## config.mk

```make
export PLATFORM = sky130hd
export DESIGN_NAME = cond_pipe_ctrl
export DESIGN_NICKNAME = d
export VERILOG_FILES = /design/src/rtl/cond_pipe_pkg.sv /design/src/rtl/cond_eval.sv /design/src/rtl/cond_pipe_ctrl.sv
export SDC_FILE = /design/constraint.sdc
export NUM_CORES = 1
export LEC_CHECK = 0
export CORE_MARGIN = 2
export CORE_UTILIZATION = 27
export CTS_CLUSTER_SIZE = 12
export DETAILED_ROUTE_END_ITERATION = 8
export GPL_TIMING_DRIVEN = 0
export REMOVE_ABC_BUFFERS = 1
export SYNTH_ARGS = -nofsm -noshare
export SYNTH_HDL_FRONTEND = slang
export SYNTH_SLANG_ARGS = --single-unit
```

## constraint.sdc

```tcl
create_clock -name CLK -period 2.2 [get_ports CLK]
set_input_delay 0.55 -clock CLK [delete_from_list [all_inputs] [get_ports CLK]]
set_output_delay 0.55 -clock CLK [all_outputs]
set_load 0.05 [all_outputs]
```

## src/rtl/cond_pipe_pkg.sv

```systemverilog
// cond_pipe_pkg: shared definitions for the conditional pipeline control path.
//   - ARM condition-code encodings (Instr[31:28])
//   - NZCV bit positions inside the 4-bit flags vector
//   - multi-cycle handshake FSM state type
package cond_pipe_pkg;

  localparam logic [3:0] COND_EQ = 4'h0;
  localparam logic [3:0] COND_NE = 4'h1;
  localparam logic [3:0] COND_CS = 4'h2;
  localparam logic [3:0] COND_CC = 4'h3;
  localparam logic [3:0] COND_MI = 4'h4;
  localparam logic [3:0] COND_PL = 4'h5;
  localparam logic [3:0] COND_VS = 4'h6;
  localparam logic [3:0] COND_VC = 4'h7;
  localparam logic [3:0] COND_HI = 4'h8;
  localparam logic [3:0] COND_LS = 4'h9;
  localparam logic [3:0] COND_GE = 4'hA;
  localparam logic [3:0] COND_LT = 4'hB;
  localparam logic [3:0] COND_GT = 4'hC;
  localparam logic [3:0] COND_LE = 4'hD;
  localparam logic [3:0] COND_AL = 4'hE;
  localparam logic [3:0] COND_NV = 4'hF;

  localparam int FLAG_N = 3;
  localparam int FLAG_Z = 2;
  localparam int FLAG_C = 1;
  localparam int FLAG_V = 0;

  typedef enum logic {
    MC_IDLE = 1'b0,
    MC_WAIT = 1'b1
  } mc_state_t;

endpackage

```

## src/rtl/cond_eval.sv

```systemverilog
// cond_eval: combinational ARM condition-code evaluator.
// Ports:
//   cond  in  4  condition field
//   flags in  4  {N,Z,C,V}
//   pass  out 1  instruction executes under these flags
// The NV encoding (4'hF) never passes.
module cond_eval
  import cond_pipe_pkg::*;
(
  input  logic [3:0] cond,
  input  logic [3:0] flags,
  output logic       pass
);

  logic n, z, c, v;

  assign n = flags[FLAG_N];
  assign z = flags[FLAG_Z];
  assign c = flags[FLAG_C];
  assign v = flags[FLAG_V];

  always_comb begin
    pass = 1'b0;
    case (cond)
      COND_EQ: pass = z;
      COND_NE: pass = !z;
      COND_CS: pass = c;
      COND_CC: pass = !c;
      COND_MI: pass = n;
      COND_PL: pass = !n;
      COND_VS: pass = v;
      COND_VC: pass = !v;
      COND_HI: pass = c & !z;
      COND_LS: pass = !c | z;
      COND_GE: pass = (n == v);
      COND_LT: pass = (n != v);
      COND_GT: pass = !z & (n == v);
      COND_LE: pass = z | (n != v);
      COND_AL: pass = 1'b1;
      default: pass = 1'b0;
    endcase
  end

endmodule

```

## src/rtl/cond_pipe_ctrl.sv

```systemverilog
// cond_pipe_ctrl: Execute-stage control register, condition gating, NZCV flags
// register, multi-cycle unit handshake and NUM_POST post-Execute control stages.
// Ports:
//   CLK, Reset                     clock, synchronous active-high reset
//   dec_*                          decoded instruction fields from the decoder
//   flush_e                        turn the next Execute load into a bubble
//   alu_flags                      {N,Z,C,V} produced by the Execute instruction
//   mc_done                        multi-cycle unit result ready
//   dec_ready                      Execute accepts a new instruction
//   mc_start / mc_hold             multi-cycle start pulse / Execute frozen
//   e_ctrl, pcsrc_e, regwrite_e,
//   memwrite_e                     Execute-stage bundle and gated controls
//   flags_q                        architectural NZCV
//   post_valid/regwrite/memwrite   per post stage, bit k = stage k
//   post_ctrl                      stage k at [k*CTRL_W +: CTRL_W]
module cond_pipe_ctrl
  import cond_pipe_pkg::*;
#(
  parameter int NUM_POST = 2,
  parameter int CTRL_W   = 8
) (
  input  logic                       CLK,
  input  logic                       Reset,
  input  logic                       dec_valid,
  input  logic [3:0]                 dec_cond,
  input  logic                       dec_pcs,
  input  logic                       dec_regw,
  input  logic                       dec_memw,
  input  logic                       dec_nowrite,
  input  logic                       dec_mstart,
  input  logic [1:0]                 dec_flagw,
  input  logic [CTRL_W-1:0]          dec_ctrl,
  input  logic                       flush_e,
  input  logic [3:0]                 alu_flags,
  input  logic                       mc_done,
  output logic                       dec_ready,
  output logic                       mc_start,
  output logic                       mc_hold,
  output logic [CTRL_W-1:0]          e_ctrl,
  output logic                       pcsrc_e,
  output logic                       regwrite_e,
  output logic                       memwrite_e,
  output logic [3:0]                 flags_q,
  output logic [NUM_POST-1:0]        post_valid,
  output logic [NUM_POST-1:0]        post_regwrite,
  output logic [NUM_POST-1:0]        post_memwrite,
  output logic [NUM_POST*CTRL_W-1:0] post_ctrl
);

  logic              vld_p0;
  logic [3:0]        cond_p0;
  logic              pcs_p0;
  logic              regw_p0;
  logic              memw_p0;
  logic              nowrite_p0;
  logic              mstart_p0;
  logic [1:0]        flagw_p0;
  logic [CTRL_W-1:0] ctrl_p0;
  logic              pass_p0;

  mc_state_t state, state_nxt;

  // ---- Decode -> Execute boundary ----
  always_ff @(posedge CLK) begin
    if (Reset) begin
      vld_p0     <= 1'b0;
      cond_p0    <= 4'h0;
      pcs_p0     <= 1'b0;
      regw_p0    <= 1'b0;
      memw_p0    <= 1'b0;
      nowrite_p0 <= 1'b0;
      mstart_p0  <= 1'b0;
      flagw_p0   <= 2'b00;
      ctrl_p0    <= '0;
    end else if (!mc_hold) begin
      if (flush_e || !dec_valid) begin
        vld_p0     <= 1'b0;
        cond_p0    <= 4'h0;
        pcs_p0     <= 1'b0;
        regw_p0    <= 1'b0;
        memw_p0    <= 1'b0;
        nowrite_p0 <= 1'b0;
        mstart_p0  <= 1'b0;
        flagw_p0   <= 2'b00;
        ctrl_p0    <= '0;
      end else begin
        vld_p0     <= 1'b1;
        cond_p0    <= dec_cond;
        pcs_p0     <= dec_pcs;
        regw_p0    <= dec_regw;
        memw_p0    <= dec_memw;
        nowrite_p0 <= dec_nowrite;
        mstart_p0  <= dec_mstart;
        flagw_p0   <= dec_flagw;
        ctrl_p0    <= dec_ctrl;
      end
    end
  end

  cond_eval u_cond_eval (
    .cond  (cond_p0),
    .flags (flags_q),
    .pass  (pass_p0)
  );

  assign e_ctrl     = ctrl_p0;
  assign pcsrc_e    = vld_p0 & pcs_p0 & pass_p0;
  assign regwrite_e = vld_p0 & regw_p0 & pass_p0 & !nowrite_p0;
  assign memwrite_e = vld_p0 & memw_p0 & pass_p0;
  assign dec_ready  = !mc_hold;

  always_ff @(posedge CLK) begin
    if (Reset) begin
      state <= MC_IDLE;
    end else begin
      state <= state_nxt;
    end
  end

  // The start cycle already holds Execute; in WAIT the hold drops in the very
  // cycle mc_done arrives so the instruction leaves on that edge.
  always_comb begin
    state_nxt = state;
    mc_start  = 1'b0;
    mc_hold   = 1'b0;
    case (state)
      MC_IDLE: begin
        if (vld_p0 && mstart_p0 && pass_p0) begin
          mc_start  = 1'b1;
          mc_hold   = 1'b1;
          state_nxt = MC_WAIT;
        end
      end
      MC_WAIT: begin
        if (mc_done) begin
          state_nxt = MC_IDLE;
        end else begin
          mc_hold = 1'b1;
        end
      end
      default: state_nxt = MC_IDLE;
    endcase
  end

  // Flags commit on the exit edge of a valid, passing instruction, so a
  // directly following conditional instruction already sees them.
  always_ff @(posedge CLK) begin
    if (Reset) begin
      flags_q <= 4'h0;
    end else if (vld_p0 && pass_p0 && !mc_hold) begin
      if (flagw_p0[1]) begin
        flags_q[FLAG_N] <= alu_flags[FLAG_N];
        flags_q[FLAG_Z] <= alu_flags[FLAG_Z];
      end
      if (flagw_p0[0]) begin
        flags_q[FLAG_C] <= alu_flags[FLAG_C];
        flags_q[FLAG_V] <= alu_flags[FLAG_V];
      end
    end
  end

  logic              s0_vld, s0_rw, s0_mw;
  logic              vld_pn  [NUM_POST];
  logic              rw_pn   [NUM_POST];
  logic              mw_pn   [NUM_POST];
  logic [CTRL_W-1:0] ctrl_pn [NUM_POST];

  // A held instruction has not left Execute yet, so stage 0 sees a bubble.
  assign s0_vld = vld_p0 & !mc_hold;
  assign s0_rw  = regwrite_e & !mc_hold;
  assign s0_mw  = memwrite_e & !mc_hold;

  // ---- Execute -> post stage k boundary ----
  for (genvar k = 0; k < NUM_POST; k++) begin : g_post
    if (k == 0) begin : g_first
      always_ff @(posedge CLK) begin
        if (Reset) begin
          vld_pn[k]  <= 1'b0;
          rw_pn[k]   <= 1'b0;
          mw_pn[k]   <= 1'b0;
          ctrl_pn[k] <= '0;
        end else begin
          vld_pn[k]  <= s0_vld;
          rw_pn[k]   <= s0_rw;
          mw_pn[k]   <= s0_mw;
          ctrl_pn[k] <= ctrl_p0;
        end
      end
    end else begin : g_rest
      always_ff @(posedge CLK) begin
        if (Reset) begin
          vld_pn[k]  <= 1'b0;
          rw_pn[k]   <= 1'b0;
          mw_pn[k]   <= 1'b0;
          ctrl_pn[k] <= '0;
        end else begin
          vld_pn[k]  <= vld_pn[k-1];
          rw_pn[k]   <= rw_pn[k-1];
          mw_pn[k]   <= mw_pn[k-1];
          ctrl_pn[k] <= ctrl_pn[k-1];
        end
      end
    end

    assign post_valid[k]                    = vld_pn[k];
    assign post_regwrite[k]                 = rw_pn[k];
    assign post_memwrite[k]                 = mw_pn[k];
    assign post_ctrl[k*CTRL_W +: CTRL_W]    = ctrl_pn[k];
  end

endmodule
```

Yosys cells after proc, flatten, opt, wreduce, memory -nomap -nowiden:

Memory sizes are Yosys's and may differ from the RTL's.
Index checks and enable logic that the tools add are counted.

* RAM bits: 22
* register bits after elaboration: 25
* memories: 4
* output and inout bits: 40

* multiplexer cells: 25
* reductions and logical operators: 15
* bitwise gates (word level): 23
* eq/ne operators: 16

Memory list
* ctrl_pn: words 2, bits a word 8, read ports 2, clocked after Yosys merged registers in 0, wr ports 2, RTL line cond_pipe_ctrl.sv:166 `logic [CTRL_W-1:0] ctrl_pn [NUM_POST];`
* mw_pn: words 2, bits a word 1, read ports 2, clocked after Yosys merged registers in 0, wr ports 2, RTL line cond_pipe_ctrl.sv:165 `logic mw_pn [NUM_POST];`
* rw_pn: words 2, bits a word 1, read ports 2, clocked after Yosys merged registers in 0, wr ports 2, RTL line cond_pipe_ctrl.sv:164 `logic rw_pn [NUM_POST];`
* vld_pn: words 2, bits a word 1, read ports 2, clocked after Yosys merged registers in 0, wr ports 2, RTL line cond_pipe_ctrl.sv:163 `logic vld_pn [NUM_POST];`

Operators with widths (count)
* 4-bit == test, second input constant: 7
* 8-bit two-way mux: 3
* 1-bit two-way mux: 18
* 4-bit by 3-bit == test with 1-bit output, second input constant: 4
* 1-bit case mux with 15 select lines: 1
* 1-bit AND: 12
* 1-bit OR: 10
* 4-bit by 2-bit == test with 1-bit output, second input constant: 2
* 1-bit zero test: 7
* 4-bit by 1-bit == test with 1-bit output, second input constant: 1
* 1-bit logical AND: 4
* 4-bit zero test: 1
* 4-bit two-way mux: 1
* 2-bit AND reduction: 2
* 2-bit two-way mux: 1
* 1-bit case mux with 2 select lines: 1
* 1-bit == test: 1
* 1-bit logical OR: 1
* 1-bit != test: 1
* 1-bit inverter: 1

Longest topological paths before layout:

Gate-level depths: netlist of run 1.

* word-level depth: 9
* depth in mapped cells: 9

Modules after synthesis:

Synthesis of run 1 repeated with hierarchy kept, for this count alone.

* cells, all modules: 211
* area, all modules: 1981.9 um^2

Modules (own cells, without submodules)
* cond_pipe_ctrl: area an instance 1788.0 um^2, instances 1, cells each 183, seq. area each 940.9 um^2
* cond_eval: area an instance 193.9 um^2, instances 1, cells each 28, seq. area each 0.0 um^2

Worst setup path after synthesis of run 1:

OpenSTA, ideal clock, no wires.

* kind: reg2out
* start point: reg flags_q[2]
* end point: out regwrite_e
* stages on the path, launching flop included: 9
* path slack: -1004 ps
* data required time: 1650 ps
* arrival: 2654 ps
* cells stage by stage: dfxtp_1 inv_2 or4_4 a311oi_2 nor2_1 and2_1 buf_6 buf_6 nor2_1

* word-level cells in the longest chain between the ends: 5

Ends and longest elaborated chain
* from (decl): RTL line cond_pipe_ctrl.sv:43 `output logic [3:0] flags_q,`
* from (signal, indexed assignment): RTL line cond_pipe_ctrl.sv:152 `flags_q[FLAG_N] <= alu_flags[FLAG_N];`
* from (signal, indexed assignment): RTL line cond_pipe_ctrl.sv:153 `flags_q[FLAG_Z] <= alu_flags[FLAG_Z];`
* from (signal, indexed assignment): RTL line cond_pipe_ctrl.sv:156 `flags_q[FLAG_C] <= alu_flags[FLAG_C];`
* 1-bit zero test: RTL line cond_eval.sv:26, cond_eval.sv:33, cond_eval.sv:37
* 1-bit AND, on equally long branches: RTL line cond_eval.sv:37, cond_eval.sv:33
* 1-bit case mux with 15 select lines (*): RTL line cond_eval.sv:24 `case (cond)`
* 1-bit AND (*) (2 in series): RTL line cond_pipe_ctrl.sv:108 `assign regwrite_e = vld_p0 & regw_p0 & pass_p0 & !nowrite_p0;`
* to (decl): RTL line cond_pipe_ctrl.sv:41 `output logic regwrite_e,`

Mark *: on every way between the ends. The rest lies on a longest branch, timed or not.

Final worst setup path of run 1:

* start point: reg cond_p0[3]
* end point: out mc_hold

* word-level cells in the longest chain between the ends: 5

Ends and longest elaborated chain
* from (decl): RTL line cond_pipe_ctrl.sv:51 `logic [3:0] cond_p0;`
* from (signal assigned): RTL line cond_pipe_ctrl.sv:88 `cond_p0 <= dec_cond;`
* 4-bit == test (tied with other cells): RTL line cond_eval.sv:24
* 1-bit case mux with 15 select lines (*): RTL line cond_eval.sv:24
* 1-bit logical AND (*): RTL line cond_pipe_ctrl.sv:128 `if (vld_p0 && mstart_p0 && pass_p0) begin`
* 1-bit two-way mux (*): RTL line cond_pipe_ctrl.sv:128
* 1-bit case mux with 2 select lines (*): RTL line cond_pipe_ctrl.sv:126 `case (state)`
* to (decl): RTL line cond_pipe_ctrl.sv:38 `output logic mc_hold,`

Marks and branches as above.

==> results.cfg, run 1 <==
[outcome]
status = finished, violations left
violations = setup timing

[layout]
antennaDiodeCount = 0
fin_area_um2 = 3440
drive_above_1_share_pct = 28.9
syn_to_final_growth_pct = 51.2
nets = 342
nFillCells = 806
final_util_pct = 42.1

[sta]
hold_violations = 0
max_slew_margin_pct = 44.7
setup_viol = 8
fin_skew_ps = 7.67
fin_crit_ps = 2670
max_clock_freq_ghz = 0.374
rsz0062_at_grt = yes
finalCritPeriodShare_pct = 122
layout_setup_ws_ps = -474
slew_viol_final = 0
final.setup.tns_ps = -2690
tightest_slew_ps = 826

[detailed_routing]
drtIter0Drc = 87
vias = 2089
drc = 0
postRouteAntennaNets = 0
first_pass_iters = 4
wl_per_cell_um = 14.5
drt-vias-per-instance = 4.97
drt-total-wl_um = 6100

[setup_path]
path_class = register to primary output
cp_cell_sequence = or4_4, a311oi_4, nor2_4, buf_6, a31o_4, inv_2, buf_8
reg2reg_from = cond_p0[3]
reg2reg_to = vld_p0
critical_path.endpoint = mc_hold
cp.depth = 7
cp.arrival_ps = 2120
cp_slowest_stage_delay_ps = 530
r2r_cells = 9
r2r_slack_ps = -160
end_kind = primary output
crit_start = cond_p0[3]
startpoint_type = register
cpLargestDelayFamily = simple AND/OR/NAND/NOR gates
crit_required_ps = 1650
crit_fanout = 8
cpMaxStageDelayCell = or4_4
critPathBufInv = 3

[cts]
clk_pin_slew_worst_paths_ps = 90
cts.sinks = 47
insertion_delay_ps = 300
clockBufferDepth = 2
root_buffer = clkbuf_8
cts_max_level = 2
cts_tree = done
cts_hold_buf = 0
cts_buffers = 5

[logic_synthesis]
synth_cell_types = 43
mappedNetlistArea_um2 = 2280
async_flop_share_pct = 0
synth_top_area_share_pct = 41.3
synth_area_per_cell_um2 = 9.52
ys_ff_latch = 47
ys_seq_area_share_pct = 41.3
synth_enable_flop_cells = 0
yosys.area.top_type = dfxtp_1
ys_warn_count = 0
synthCells = 239
synthTopCellsByArea = dfxtp_1 (41%), o311ai_2 (5.7%), nand2b_1 (5.2%)
synth_flop_cell = dfxtp_1

[placed_design]
dpl-instance-area_um2 = 2980
dp_hpwl_um = 3840
place.gp.congestion = 0.730
io_buffers = 67

[grt]
grt_max_degree = 35
antenna_found_initial = 0
grt_pass1_wl_um = 9820
grtUsageTotal_pct = 13.5
overflow = 0
grt_pass1_vias = 1988

[die]
row_count = 33
ios = 68
core-area_um2 = 8180
start_util_pct = 27.8
chipWidth_um = 95.8
fp.dieH_um = 95.8
die-area_um2 = 9180

[run]
drv_cap = 0

[power]
p_leak_nw = 1.25
power_density_nw_per_um2 = 558
ir_drop_mv = 0.221

[min_path]
hold_depth = 1
hold_class = register to register
## synth_stat cells (2+ instances only)
library cell  number
a21oi_1            2
a32oi_1           11
and2_1             3
and3_1             2
buf_1              2
buf_2              6
buf_4              6
buf_6              3
clkbuf_1          12
dfxtp_1           47
inv_1             10
mux2i_1            5
nand2_1           17
nand2b_1          19
nand3_1            8
nand4_1           19
nor2_1             6
nor2b_1           14
nor3b_1            4
o211ai_1           4
o211ai_2           8
o21ai_0            2
o21bai_1           2
o311ai_2           8
## placed cells by master, fill, tap and decap left out, types with 3 or more instances in the layout
| master | n |
|---|---|
| a32oi_1 | 11 |
| nand2_1 | 17 |
| nor2b_1 | 12 |
| nor2_4 | 3 |
| mux2i_1 | 5 |
| dfxtp_2 | 3 |
| dfxtp_4 | 4 |
| clkbuf_8 | 5 |
| nand2b_1 | 19 |
| clkdlybuf4s50_1 | 59 |
| buf_4 | 25 |
| o211ai_1 | 4 |
| dfxtp_1 | 40 |
| buf_8 | 5 |
| nand4_1 | 19 |
| o311ai_2 | 8 |
| inv_1 | 9 |
| o211ai_2 | 8 |
| nand3_1 | 8 |
| buf_6 | 6 |
## timing repair
item                                    in CTS  in global routing
pin swaps                                    8                  7
resized for setup                           79                 12
setup buffers                               24                  6
endpoints found under the setup margin      34                 21
## layer usage
metal / routed length, um / part of all wire, % / track usage [%] / vias up
li1: - / - / - / 1009
met1: 2900 / 48 / 17.8 / 1016
met2: 2810 / 46 / 22.0 / 59
met3: 348 / 5.7 / 3.45 / 5
met4: 39 / 0.64 / 3.10 / 0
met5: 0 / 0 / 0 / -
## where the power goes
part           internal, mW  switching (mW)
Combinational         0.131           0.148
Sequential            0.875          0.0223
Clock                 0.454           0.290
## area by class of cell
type	count	area, um^2	area share (%)
repair buffers	97	941	27.3
flip-flops and latches	47	960	27.9
clock buffers	6	72.6	2.11
inverters	11	41.3	1.20
multi-input cells	152	1230	35.9
clock inverters	2	60.1	1.75
well taps	105	131	3.82
## flip-flops by register name, indices dropped and copies added, names as in the netlist
register / flops
pcs_p0: 1
memw_p0: 1
cond_p0: 4
mw_pn: 2
state: 1
mstart_p0: 1
ctrl_pn: 16
vld_p0: 1
flags_q: 4
regw_p0: 1
flagw_p0: 2
e_ctrl: 8
nowrite_p0: 1
vld_pn: 2
rw_pn: 2
## kinds of logic after synthesis
group                     after synthesis  share of synthesized area (%)
and+or+nand+nor                       100                           25.9
xor gates and xnor gates                2                          0.770
buffers and inverters                  40                           8.91
muxes                                   7                           3.35
AOI/OAI and AO/OA                      43                           19.7
DFF                                    47                           41.3
## metrics by stage
step | hold slack (ps) | total power, mW | setup WS, ps | std cells
2_1_floorplan | 460 | 1.05 | -1300 | 210
3_3_place_gp | 446 | 1.16 | -3000 | 382
3_5_place_dp | 454 | 1.17 | -1690 | 386
4_1_cts | 469 | 1.93 | -556 | 418
5_1_grt | 481 | 1.99 | -514 | 420
6_report | 467 | 1.92 | -474 | 420
## how the worst min path moves through the flow
stage                             start             to
after detailed placement       rw_pn[0]       rw_pn[1]
after global placement    ctrl_pn[0][7]  ctrl_pn[1][7]
final                     ctrl_pn[0][1]  ctrl_pn[1][1]
after global routing      ctrl_pn[0][2]  ctrl_pn[1][2]
after floorplan                  pcs_p0         pcs_p0
after CTS                      rw_pn[0]       rw_pn[1]
(Power assumes the default switching activity.)
==> run 2: changes to the inputs <==
--- a/config.mk
+++ b/config.mk
@@ -11,6 +11,7 @@
 export DETAILED_ROUTE_END_ITERATION = 8
 export GPL_TIMING_DRIVEN = 0
 export REMOVE_ABC_BUFFERS = 1
+export SLEW_MARGIN = 40
 export SYNTH_ARGS = -nofsm -noshare
 export SYNTH_HDL_FRONTEND = slang
 export SYNTH_SLANG_ARGS = --single-unit
==> run 2 against run 1 <==
  * The flow still finishes with violations (setup timing)
  * Flip-flop and latch count unchanged
  * Cell count up 1.9%
  * Global-route usage up 0.11 points
  * Fmax up 0.52%
  * Critical path depth down 1
  * Core utilization up 2.1 points
  * Power down 5.0%
  * Design area up 4.9%
  * Largest power group unchanged
==> results.cfg, run 2 (synthesized netlist as in run 1, its figures left out) <==
[outcome]
status = finished, violations left
violations = setup timing

[placed_design]
dp_hpwl_um = 3840
dp_slack_ps = -1540
place.gp.congestion = 0.730
post-place-cells = 386
io_buffers = 67

[detailed_routing]
wl_met3_um = 472
routed.top_layer = met4
met1Wirelength_um = 2880
first_pass_iters = 4
drt-total-wl_um = 6530
drt-vias-per-instance = 5.13
wl_per_cell_um = 15.3
drc = 0
postRouteAntennaNets = 0
drtIter0Drc = 109
vias = 2196
dr_wl_met2_um = 3020

[run]
drv_cap = 0

[layout]
largest_register_ffs = 16
final_cell_count_no_fill = 428
drive_above_1_share_pct = 33.4
nets = 351
antennaDiodeCount = 0
top_register = ctrl_pn
nFillCells = 770
syn_to_final_growth_pct = 58.5
final_common_cell = clkdlybuf4s50_1
layout_common_cells = clkdlybuf4s50_1 (59), dfxtp_1 (40), buf_4 (29), nand2b_1 (19), nand4_1 (19)

[sta]
rsz0062_at_grt = yes
max_clock_freq_ghz = 0.376
hold_violations = 0
fin_skew_ps = 11.0
layout_setup_ws_ps = -460
finalCritPeriodShare_pct = 121
fin_crit_ps = 2660
max_slew_margin_pct = 56.8
slew_viol_final = 0
setup_viol = 6
tightest_slew_ps = 648

[cts]
clk_pin_slew_worst_paths_ps = 90
cts_hold_buf = 0
root_buffer = clkbuf_8
cts_buffers = 5
cts_max_level = 2
clockBufferDepth = 2
cts_tree = done
insertion_delay_ps = 300
cts.sinks = 47

[grt]
grt_max_degree = 35
overflow = 0
antenna_found_initial = 0
grt_pass1_wl_um = 9740
grtUsageTotal_pct = 13.6
grt_pass1_vias = 1979

[setup_path]
cp.arrival_ps = 2110
critical_path.endpoint = mc_hold
cp.depth = 6
crit_start = cond_p0[2]
critPathBufInv = 2
r2r_slack_ps = 40
path_class = register to primary output
cpLargestDelayFamily = simple AND/OR/NAND/NOR gates
cp_slowest_stage_delay_ps = 540
end_kind = primary output
cp_cell_sequence = or4_4, a311oi_4, nor2_4, a31o_4, inv_2, buf_8
cpMaxStageDelayCell = or4_4
reg2reg_to = e_ctrl[4]
crit_required_ps = 1650
r2r_cells = 7
reg2reg_from = cond_p0[2]
crit_fanout = 5
startpoint_type = register

[die]
fp.dieH_um = 95.8
row_count = 33
die-area_um2 = 9180
chipWidth_um = 95.8
ios = 68
start_util_pct = 27.8
core-area_um2 = 8180

[power]
p_leak_nw = 1.42
ir_drop_mv = 0.288
power_density_nw_per_um2 = 506
power_mw = 1.82

[min_path]
hp-start = ctrl_pn[0][6]
hold_class = register to register
-- run 2: cell types whose count changed in the layout (fill, tap and decap cells not counted), sizes merged --
cell,delta
buf,+7
and2,+1
bufinv,-1
clkdlybuf4s15,-1
clkinvlp,+1
dlygate4sd2,-1
dlymetal6s2s,+1
nor2,+1
-- run 2: how the worst min path moves through the flow --
stage / endpoint / cells past startpoint
3_5_place_dp: ctrl_pn[1][6] / 1
4_1_cts: ctrl_pn[1][4] / 1
2_1_floorplan: pcs_p0 / 2
3_3_place_gp: ctrl_pn[1][7] / 1
6_report: ctrl_pn[1][6] / 1
5_1_grt: ctrl_pn[1][7] / 1
-- run 2: final cells by class --
class | instances | area [um^2] | area share [%]
Clock buffer | 5 | 68.8 | 1.91
Sequential cell | 47 | 960 | 26.6
Clock inverter | 2 | 37.5 | 1.04
Timing Repair Buffer | 104 | 1010 | 28.1
Multi-Input combinational cell | 154 | 1360 | 37.6
Tap cell | 105 | 131 | 3.64
Inverter | 11 | 41.3 | 1.14
-- run 2: timing repair --
item                       4_1_cts  5_1_grt
pin swaps                        5       17
gates cloned                     2        1
setup endpoints to repair       32       29
buffers inserted                15       17
resized for setup               71       34
-- run 2: worst reg2reg max path: cells and delay by family (launching register included) --
family,cells,cell delay (ps)
compound gates,2,550
simple gates,3,890
buf+inv,2,260
flops,1,370
-- run 2: where the power goes --
group          total [mW]  internal (mW)  leakage [nW]  switching [mW]
Clock               0.622          0.332        0.0502           0.290
Sequential          0.896          0.875         0.387          0.0209
Combinational       0.307          0.145         0.986           0.162
Total                1.82           1.35          1.42           0.473
-- run 2: metal layers --
| layer | global-route usage, % | vias up |
|---|---|---|
| met5 | 0 | - |
| met4 | 4.76 | 0 |
| met3 | 3.37 | 15 |
| met2 | 21.8 | 95 |
| met1 | 17.7 | 1059 |
| li1 | - | 1027 |
-- run 2: per-stage QoR --
stage	cell area (um^2)	TNS, ps	utilization, %	hold WS (ps)
2_1_floorplan	2110	-21390	-	460
3_3_place_gp	2920	-81610	35.7	446
3_5_place_dp	2980	-21280	36.5	452
4_1_cts	3310	-3500	40.5	465
5_1_grt	3610	-3030	44.1	483
6_report	3610	-2690	44.1	464
